$ cat src/rtl/vga_pkg.sv
// Shared constants and types for the text-buffer write arbiter.
// Optional feature macro: VGA_ARB_VBLANK_EN (restricts buffer writes to vertical blanking).
package vga_pkg;

    localparam int BUF_ADDR_WIDTH = 10;
    localparam int N_WORDS        = 600;
    localparam int CHAR_WIDTH     = 7;
    localparam int CHARS_PER_WORD = 4;
    localparam int DATA_WIDTH     = CHAR_WIDTH * CHARS_PER_WORD;

    localparam int REQ_HOST = 0;
    localparam int REQ_TERM = 1;

    typedef enum logic [1:0] {
        IDLE = 2'd0,
        FILL = 2'd1,
        DONE = 2'd2
    } fill_state_e;

endpackage

$ cat src/rtl/vga_rr_arb2.sv
// Two-way round-robin arbiter: a lone requester wins at once, a tie goes to the
// requester that did not win last. The pointer moves only when a grant is issued.
module vga_rr_arb2
    import vga_pkg::*;
(
    input  logic       clk_i,
    input  logic       rstn_i,
    input  logic [1:0] req,
    input  logic       en,
    output logic [1:0] gnt
);

    // High when the terminal engine was the most recent winner.
    logic last_term;

    always_comb begin
        gnt = '0;
        if (en) begin
            gnt[REQ_HOST] = req[REQ_HOST] & (~req[REQ_TERM] | last_term);
            gnt[REQ_TERM] = req[REQ_TERM] & (~req[REQ_HOST] | ~last_term);
        end
    end

    always_ff @(posedge clk_i or negedge rstn_i) begin
        if (!rstn_i) begin
            last_term <= 1'b1;
        end else if (gnt[REQ_HOST]) begin
            last_term <= 1'b0;
        end else if (gnt[REQ_TERM]) begin
            last_term <= 1'b1;
        end
    end

endmodule

$ cat src/rtl/vga_buf_wr_arbiter.sv
// Sole owner of the text-buffer write port: arbitrates host/terminal writes and runs a full-screen fill.
// Optional feature macro: VGA_ARB_VBLANK_EN (grants and fill steps only while vblank_i is high).
module vga_buf_wr_arbiter
    import vga_pkg::*;
(
    input  logic                      clk_i,
    input  logic                      rstn_i,
    input  logic                      host_req_i,
    input  logic [BUF_ADDR_WIDTH-1:0] host_addr_i,
    input  logic [DATA_WIDTH-1:0]     host_data_i,
    input  logic [CHARS_PER_WORD-1:0] host_strb_i,
    output logic                      host_gnt_o,
    input  logic                      term_req_i,
    input  logic [BUF_ADDR_WIDTH-1:0] term_addr_i,
    input  logic [DATA_WIDTH-1:0]     term_data_i,
    input  logic [CHARS_PER_WORD-1:0] term_strb_i,
    output logic                      term_gnt_o,
    input  logic                      fill_start_i,
    input  logic [CHAR_WIDTH-1:0]     fill_char_i,
    input  logic                      vblank_i,
    output logic                      busy_o,
    output logic                      fill_done_o,
    output logic                      addr_err_o,
    output logic                      wr_en_o,
    output logic [BUF_ADDR_WIDTH-1:0] w_addr_o,
    output logic [DATA_WIDTH-1:0]     w_data_o,
    output logic [CHARS_PER_WORD-1:0] w_strb_o
);

    localparam logic [BUF_ADDR_WIDTH-1:0] LAST_ADDR  = BUF_ADDR_WIDTH'(N_WORDS - 1);
    localparam logic [BUF_ADDR_WIDTH-1:0] ADDR_LIMIT = BUF_ADDR_WIDTH'(N_WORDS);

    fill_state_e               state;
    logic [BUF_ADDR_WIDTH-1:0] fill_cnt;
    logic [CHAR_WIDTH-1:0]     fill_char;

    logic                      slot_ok;
    logic                      arb_en;
    logic [1:0]                req;
    logic [1:0]                gnt;
    logic                      sel_valid;
    logic [BUF_ADDR_WIDTH-1:0] sel_addr;
    logic [DATA_WIDTH-1:0]     sel_data;
    logic [CHARS_PER_WORD-1:0] sel_strb;

`ifdef VGA_ARB_VBLANK_EN
    assign slot_ok = vblank_i;
`else
    logic unused_vblank;
    assign unused_vblank = vblank_i;
    assign slot_ok       = 1'b1;
`endif

    // A fill start in IDLE takes the write slot of that cycle, so requesters are held off.
    assign arb_en = slot_ok && (state != FILL) && !((state == IDLE) && fill_start_i);

    assign req[REQ_HOST] = host_req_i;
    assign req[REQ_TERM] = term_req_i;

    vga_rr_arb2 u_rr_arb (
        .clk_i  (clk_i),
        .rstn_i (rstn_i),
        .req    (req),
        .en     (arb_en),
        .gnt    (gnt)
    );

    assign host_gnt_o = gnt[REQ_HOST];
    assign term_gnt_o = gnt[REQ_TERM];

    always_comb begin
        sel_valid = |gnt;
        sel_addr  = host_addr_i;
        sel_data  = host_data_i;
        sel_strb  = host_strb_i;
        if (gnt[REQ_TERM]) begin
            sel_addr = term_addr_i;
            sel_data = term_data_i;
            sel_strb = term_strb_i;
        end
    end

    // Fill FSM and the registered write port; grants and fill writes never share a cycle.
    always_ff @(posedge clk_i or negedge rstn_i) begin
        if (!rstn_i) begin
            state       <= IDLE;
            fill_cnt    <= '0;
            fill_char   <= '0;
            busy_o      <= 1'b0;
            fill_done_o <= 1'b0;
            addr_err_o  <= 1'b0;
            wr_en_o     <= 1'b0;
            w_addr_o    <= '0;
            w_data_o    <= '0;
            w_strb_o    <= '0;
        end else begin
            wr_en_o     <= 1'b0;
            addr_err_o  <= 1'b0;
            fill_done_o <= 1'b0;

            case (state)
                IDLE: begin
                    if (fill_start_i) begin
                        state     <= FILL;
                        fill_char <= fill_char_i;
                        fill_cnt  <= '0;
                        busy_o    <= 1'b1;
                    end
                end
                FILL: begin
                    if (slot_ok) begin
                        wr_en_o  <= 1'b1;
                        w_addr_o <= fill_cnt;
                        w_data_o <= {CHARS_PER_WORD{fill_char}};
                        w_strb_o <= '1;
                        if (fill_cnt == LAST_ADDR) begin
                            state       <= DONE;
                            busy_o      <= 1'b0;
                            fill_done_o <= 1'b1;
                        end else begin
                            fill_cnt <= fill_cnt + BUF_ADDR_WIDTH'(1);
                        end
                    end
                end
                DONE: begin
                    state <= IDLE;
                end
                default: begin
                    state <= IDLE;
                end
            endcase

            // Out-of-range requests are consumed but only flagged, never written.
            if (sel_valid) begin
                if (sel_addr < ADDR_LIMIT) begin
                    wr_en_o  <= 1'b1;
                    w_addr_o <= sel_addr;
                    w_data_o <= sel_data;
                    w_strb_o <= sel_strb;
                end else begin
                    addr_err_o <= 1'b1;
                end
            end
        end
    end

endmodule
$ cat config.mk
export PLATFORM = sky130hd
export DESIGN_NAME = vga_buf_wr_arbiter
export DESIGN_NICKNAME = d
export VERILOG_FILES = /design/src/rtl/vga_pkg.sv /design/src/rtl/vga_rr_arb2.sv /design/src/rtl/vga_buf_wr_arbiter.sv
export SDC_FILE = /design/constraint.sdc
export NUM_CORES = 1
export LEC_CHECK = 0
export ABC_AREA = 1
export CAP_MARGIN = 10
export CELL_PAD_IN_SITES_DETAIL_PLACEMENT = 0
export CELL_PAD_IN_SITES_GLOBAL_PLACEMENT = 1
export CORE_MARGIN = 4
export CORE_UTILIZATION = 33
export CTS_BUF_LIST = sky130_fd_sc_hd__clkbuf_16
export DETAILED_ROUTE_END_ITERATION = 10
export PLACE_DENSITY_LB_ADDON = 0.1
export SETUP_SLACK_MARGIN = 0.02
export SLEW_MARGIN = 20
export SYNTH_ARGS = -nofsm -noshare
export SYNTH_HDL_FRONTEND = slang
export SYNTH_HIERARCHICAL = 1
export SYNTH_SLANG_ARGS = --single-unit
$ cat constraint.sdc
create_clock -name clk_i -period 6.2 [get_ports clk_i]
set_clock_uncertainty 0.1 [all_clocks]
set_input_delay 0.93 -clock clk_i [delete_from_list [all_inputs] [get_ports clk_i]]
set_output_delay 0.93 -clock clk_i [all_outputs]
set_load 0.02 [all_outputs]
==> out/qor.csv <==
metric;value;unit
status;finished clean;
hold_viol_final;0;
clk_latency;0.32;ns
start_util;33.69;%
yosys.area_share.simple;30.67;%
cts.path.max_buffers;2;
synth_xor_xnor_area_share;0.2276;%
fin_cells;837;
synth.largest_area_cell;dfrtp_1;
clock_sinks;66;
fin_tns_setup;0;ns
drt-pass1-iter-count;4;
async_reset_ff_share;100.0;%
vias;3675;
hold_path.class;reg -> reg;
ios;145;
antenna_found_initial;0;
syn_area;0.003847;mm^2
place.gp.congestion;0.8077;
clockRootBuffer;clkbuf_16;
crit_buf_inv;8;
routed_wl;10980;um
tightestPinTransition;1.014;ns
via_per_inst;4.391;
path_cells;inv_1 -> nor2_2 -> buf_4 -> inv_2 -> nand2_1 -> inv_1 -> nand2_1 -> inv_1 -> nand2_1 -> inv_2 -> buf_4 -> clkdlybuf4s50_1;
finalCritPeriodShare;74.37;%
cts_buffers;9;
synth_fa_ha_area_share;0.3252;%
ant_nets;0;
clkSlewWorstSetupHoldPaths;0.05;ns
first_iter_violations;182;
slowest_delay;0.75;ns
clkPwrFrac;48.2;%
worst-setup-path-type;reg -> out;
ys_ff_latch;66;
p_switching;0.2050;mW
most-common-layout-cells;251 x nand2_1, 142 x clkdlybuf4s50_1, 90 x inv_1, 65 x dfrtp_1, 53 x o21ai_0;
ys_types;26;
die_h;116.0;um
layout_commonest_cell;nand2_1;
synth_area_per_cell;6.895;um^2
ys_top_cells_by_area;dfrtp_1 42%, nand2_1 24%, inv_1 8.9%;
slew_viol_final;0;
grt_pass1_vias;3614;
finalCriticalPeriod;4.611;ns
synth_cells;558;
p_int;0.7910;mW
ctsResizeCount;0;
cp.arrival;3.58;ns
fp-row-count;39;
pwr_density_cell;177.4;mW/mm^2
maxCapViolCount;0;
grt_max_degree;79;
p_comb_share;8.5;%
synth.top_cell.area_share;42.28;%
cp_slowest_cell;inv_2;
dp_cells;822;
areaGrowthSynthToFinish;45.92;%
fmax;216.9;MHz
critPathTopFamily;buffers and inverters;
final_layout_size_suffix_gt1_share;5.908;%
wl_per_cell;13.12;um
nFillCells;1175;
setup_viol;0;
cp-end-kind;output pin;
crit_path_start_kind;flop;
worstPathMaxFanout;57;
switching_share;20.58;%
hpwl;7850;um
synth_mux_area_share;3.870;%
final-seq-area;0.001653;mm^2
irDropWorstVdd;152.8;uV
die_area;0.01345;mm^2
postCtsHoldBufs;0;
die_width;116.0;um
ys_seq_area_share;42.96;%
core-area;0.01142;mm^2
gr-total-overflow;0;
htreeDepth;3;
cts_setup_buffers;0;
drc;0;
seqPwrFrac;43.3;%
grt_pass1_wl;17750;um
relSlewSlack;32.27;%
multi_input_area;0.001710;mm^2
required;5.17;ns
cts_tree;done;
synth_ff_type;dfrtp_1;
p_leak;3.097;nW
numPortBuffers;143;
synth_edf_count;0;
final_nets;788;
yosysWarnings;6;
rsz0062_at_grt;false;
antennaDiodeCount;0;
synth_nets;656;
synth_top_family_by_area;simple AND/OR/NAND/NOR gates;
synth_compound_area_share;9.366;%
grt_usage;16.98;%
## cell usage after synthesis (2+ instances only)
master      n
nand4_1     8
a21oi_1     2
o21ai_2     6
nand3_2     4
buf_6       5
nand3_1     9
nor3_1      3
nand2_1   251
o21ai_0    53
nand2_2     3
dfrtp_1    65
clkbuf_1   13
buf_2       6
mux2i_1     7
nor2_1     12
mux2_2      7
inv_1      91
o21ai_1     5
## power by group through the flow
stage,registers [mW],logic (mW),clock network (mW)
2_1_floorplan,0.439,0.0137,0
3_3_place_gp,0.439,0.0861,0
3_5_place_dp,0.439,0.0862,0
4_1_cts,0.431,0.0866,0.492
5_1_grt,0.431,0.0938,0.510
6_report,0.431,0.0851,0.480
## worst paths after layout
check / from / to / slack (ns) / cells past startpoint
min in group asynchronous: rstn_i / w_addr_o[1] / 0.61 / 1
min: u_rr_arb/last_term / u_rr_arb/last_term / 0.38 / 2
max: state[0] / term_gnt_o / 1.59 / 12
min reg2reg: u_rr_arb/last_term / u_rr_arb/last_term / 0.38 / 2
max in group asynchronous: rstn_i / w_addr_o[0] / 4.79 / 1
max reg2reg: state[0] / w_data_o[4] / 1.76 / 18
## final cells by class
class | instances | area share, %
multi-input cells | 375 | 30.47
flip-flops and latches | 66 | 29.44
repair buffers | 146 | 25.85
inverters | 92 | 6.151
clock buffers | 9 | 4.012
well taps | 143 | 3.187
clock inverters | 6 | 0.8915
## flip-flops by register name (all words and copies together) (netlist names)
signal / count
busy_o: 1
state: 2
addr_err_o: 1
fill_done_o: 1
u_rr_arb/last_term: 1
w_data_o: 28
w_addr_o: 10
wr_en_o: 1
w_strb_o: 4
fill_char: 7
fill_cnt: 10
## cell families (layout without fill, tap and decap cells)
kind of cell / Yosys count / in the layout
adder cells (fa/ha/maj): 1 / 1
buffers and inverters: 117 / 253
multiplexers: 14 / 14
AND/OR/NAND/NOR: 292 / 292
flip-flops: 66 / 66
AO/OA/AOI/OAI: 67 / 67
XOR/XNOR: 1 / 1
## worst register-to-register path, cell delays in order (launching register included)
cell     delay [ns]
dfrtp_1        0.38
inv_1          0.07
nor2_2         0.03
buf_4          0.20
inv_2          0.76
nand2_1        0.29
inv_1          0.17
nand2_1        0.07
inv_1          0.05
nand2_1        0.07
inv_2          0.06
buf_4          0.43
nand2_1        0.10
o21ai_1        0.16
nand2_1        0.10
nand2_2        0.14
nand3_4        0.64
o21ai_0        0.44
inv_1          0.07
## routing by layer
metal | global-route usage (%) | vias to the layer above | routed length, um
li1 | - | 1955 | -
met1 | 22.64 | 1625 | 5163
met2 | 27.12 | 87 | 4996
met3 | 5.483 | 8 | 713
met4 | 3.712 | 0 | 106
met5 | 0 | - | 0
## stage by stage
stage                     instance area, um^2  utilization (%)  worst slack, ns  power (mW)  hold slack [ns]
after CTS                                5614            49.17            1.500       1.010           0.3759
after global routing                     5614            49.17            1.104       1.034           0.3869
final                                    5614            49.17            1.589      0.9960           0.3780
after detailed placement                 5339            46.76            1.506      0.5248           0.3699
after floorplan                          3847                -            3.137      0.4525           0.3537
after global placement                   5339            46.76            1.521      0.5247           0.3652
Note: power is estimated with default switching activity, not from simulation.
==> variant 1, RTL diff (same flow settings) <==
Encoding of `fill_state_e`: now one-hot (3 bits for 3 states).
--- a/src/rtl/vga_pkg.sv
+++ b/src/rtl/vga_pkg.sv
@@ -11,10 +11,10 @@
     localparam int REQ_HOST = 0;
     localparam int REQ_TERM = 1;
 
-    typedef enum logic [1:0] {
-        IDLE = 2'd0,
-        FILL = 2'd1,
-        DONE = 2'd2
+    typedef enum logic [2:0] {
+        IDLE = 3'b001,
+        FILL = 3'b010,
+        DONE = 3'b100
     } fill_state_e;
 
 endpackage
Function: no difference found for any inputs over 10 cycles, from zero or initial values and one cycle with rstn_i low; not proved beyond that.
==> variant 1 against the unedited design <==
- final area is 1.3% higher
- worst setup slack worse by 0.29 ns
- synthesized cell count is 3.2% higher
- sequential cell count is 1 higher
- via count is 4.1% higher
- wire length is 2.7% higher
- synthesized area is 2.1% higher
- critical path type is now primary input to output port
- critical endpoint unchanged
- highest routed layer unchanged
Power is not compared: it rests on default switching activity, and its combinational part moved more than twofold at a synthesized area within 25%.
==> variant 1: results <==
[logic_synthesis]
synth.mux.area_fraction_pct = 1.02
syn-num-nets = 674
synth_area_leaders = "dfrtp_1, nand2_1, inv_1"
synth_area_per_cell_um2 = 6.82
synth-xor-area-share_pct = 0.223
yosysSeqAreaShare_pct = 42.7
synth_fa_ha_area_share_pct = 0.318

[place]
dpl_cell_area_um2 = 5410
dp_cells = 840
dp_hpwl_mm = 8.25
place_ws_ns = 1.15

[detailed_routing]
vias = 3826
drt_iter0_markers = 168

[critical_path]
critPathSlowestCell = "clkdlybuf4s50_1"
critPathMaxFanout = 39
r2r_cells = 16
worstPathArrival_ns = 3.87
r2r_slack_ns = 2.11
critPathMaxStageDelay_ns = 0.69
crit-reg2reg-launch = "state[2]$_DFFE_PN0P_"
worstReg2RegEnd = "w_addr_o[3]$_DFF_PN0_"

[finish]
drive_above_1_share_pct = 5.47

[worst_hold_path]
hold_start = "busy_o$_DFFE_PN0P_"

[global_routing]
grt_pass1_wl_mm = 18.0
grt_pass1_vias = 3629
grt_max_degree = 68

[sta]
slew_headroom_pct = 40.9

[run_status]
status = "complete, no violations"
==> variant 1: changes by cell type after synthesis, sizes merged, moves of 2 or more <==
cell | unedited run | this run
nand2 | 254 | 278
o21ai | 64 | 56
nor2 | 13 | 10
nand3 | 14 | 17
a21oi | 2 | 4
or2 | 0 | 3
mux2i | 7 | 4
clkinv | 0 | 2
mux2 | 7 | 0
==> variant 1: cell type report <==
type | count | area (µm²)
Tap cell | 143 | 179
Timing Repair Buffer | 147 | 1460
Clock buffer | 9 | 225
Fill cell | 1180 | 5830
Sequential cell | 67 | 1680
Inverter | 94 | 355
Multi-Input combinational cell | 389 | 1740
Clock inverter | 7 | 52.6
==> variant 1: routing by layer <==
| metal | vias to the layer above | GRT usage [%] | part of all wire (%) |
|---|---|---|---|
| li1 | 2001 | - | - |
| met1 | 1715 | 22.6 | 45 |
| met4 | 0 | 5.28 | 1.0 |
| met2 | 103 | 26.9 | 47 |
| met3 | 7 | 4.83 | 6.7 |
| met5 | - | 0 | 0 |
==> variant 2, RTL diff (same settings) <==
Without the edit above. Add a define of `VGA_ARB_VBLANK_EN`.
--- a/src/rtl/vga_buf_wr_arbiter.sv
+++ b/src/rtl/vga_buf_wr_arbiter.sv
@@ -1,5 +1,7 @@
 // Sole owner of the text-buffer write port: arbitrates host/terminal writes and runs a full-screen fill.
 // Optional feature macro: VGA_ARB_VBLANK_EN (grants and fill steps only while vblank_i is high).
+`define VGA_ARB_VBLANK_EN
+
 module vga_buf_wr_arbiter
     import vga_pkg::*;
 (
Behaviour: not the same (Yosys sat finds a counterexample within 4 cycles, from zero or initial values and one cycle with rstn_i low).
==> variant 2 against the unedited design <==
- final area rose by 1.9%
- hold slack hardly changed
- wire length rose by 9.3%
- sequential cell count is the same
- worst setup slack better by 0.25 ns
- synthesized area grew 2.9%
- first-iteration DRC count increased by 29%
- critical endpoint unchanged
- largest cell class unchanged
Power is not compared: it rests on default switching activity, and its combinational part moved more than twofold at a synthesized area within 25%.
==> variant 2: results <==
[detailed_routing]
wl_met2_mm = 5.51
drt-met1-wl_mm = 5.67
totalWireLength_mm = 12.0
wl_met3_um = 681
drt_iter0_markers = 235
avgViaCountPerCell = 4.52

[place]
portBuffers = 144
dp_hpwl_mm = 8.73
dpl_cell_area_um2 = 5440
gp_congestion = 0.808

[logic_synthesis]
synth.distinct_cells = 32
synth_area_leaders = "dfrtp_1, nand2_1, inv_1"
ys_top_cells_by_count = "nand2_1, inv_1, dfrtp_1"
yosysSeqAreaShare_pct = 41.8
syn-num-nets = 677
synth_flop_cell = "dfrtp_1"

[run_status]
status = "complete, no violations"

[global_routing]
gr-usage-all-layers_pct = 17.9
grt_pass1_vias = 3904
use_met3_pct = 4.71
grt_use_met1_pct = 24.2
met2_usage_pct = 28.4
grt_max_degree = 70

[critical_path]
r2r_slack_ns = 2.53
worstReg2RegEnd = "w_addr_o[3]$_DFF_PN0_"
critPathSlowestCell = "clkdlybuf4s50_1"
critPathMaxStageDelay_ns = 0.70
worstPathArrival_ns = 3.33
r2r_cells = 17

[sta]
hold_slack_ns = 0.378
slew_headroom_pct = 40.0

[worst_hold_path]
hold_depth = 2

[clock_tree]
clk_latency_ns = 0.34

[finish]
drive_above_1_share_pct = 6.43
fin_nets = 808
[variant 2: cell count changes in the layout (fill, tap and decap cells not counted), sizes merged, moves of 2 or more]
| cell | change |
|---|---|
| nand3 | +5 |
| nand4 | -2 |
| mux2i | -2 |
| o21ai | -6 |
| inv | -5 |
| clkinv | +2 |
| nand2 | +25 |
| or2 | +2 |
[variant 2: cell type report]
type	count	area, µm²	area share [%]
clock inverters	7	61.3	1.07
multi-input cells	398	1810	31.7
well taps	143	179	3.13
flip-flops and latches	66	1650	28.9
inverters	89	337	5.88
repair buffers	146	1450	25.4
clock buffers	9	225	3.94
[variant 2: through the flow]
step / cells / setup WS, ns
finish: 858 / 1.84
global route: 858 / 1.42
CTS: 858 / 1.82
detailed placement: 842 / 1.53
global placement: 842 / 1.63
floorplan: 579 / 3.00
[variant 2: how the worst max path moves through the flow]
stage	endpoint	slack [ns]	from
5_1_grt	w_addr_o[3]$_DFF_PN0_	1.42	fill_start_i
2_1_floorplan	w_data_o[0]$_DFF_PN0_	3.00	fill_start_i
3_5_place_dp	w_addr_o[3]$_DFF_PN0_	1.53	fill_start_i
3_3_place_gp	w_addr_o[7]$_DFF_PN0_	1.63	fill_start_i
6_report	term_gnt_o	1.84	fill_start_i
4_1_cts	term_gnt_o	1.82	fill_start_i
[variant 2: logic make-up (layout without fill, tap and decap cells)]
logic type      count (synthesis)  count (layout)  synth area share [%]
compound gates                 62              62                  8.75
buf+inv                       115             251                  12.5
simple gates                  323             323                  33.4
flops                          66              66                  41.8
fa+ha+maj                       1               1                 0.316
mux                            12              12                  3.26
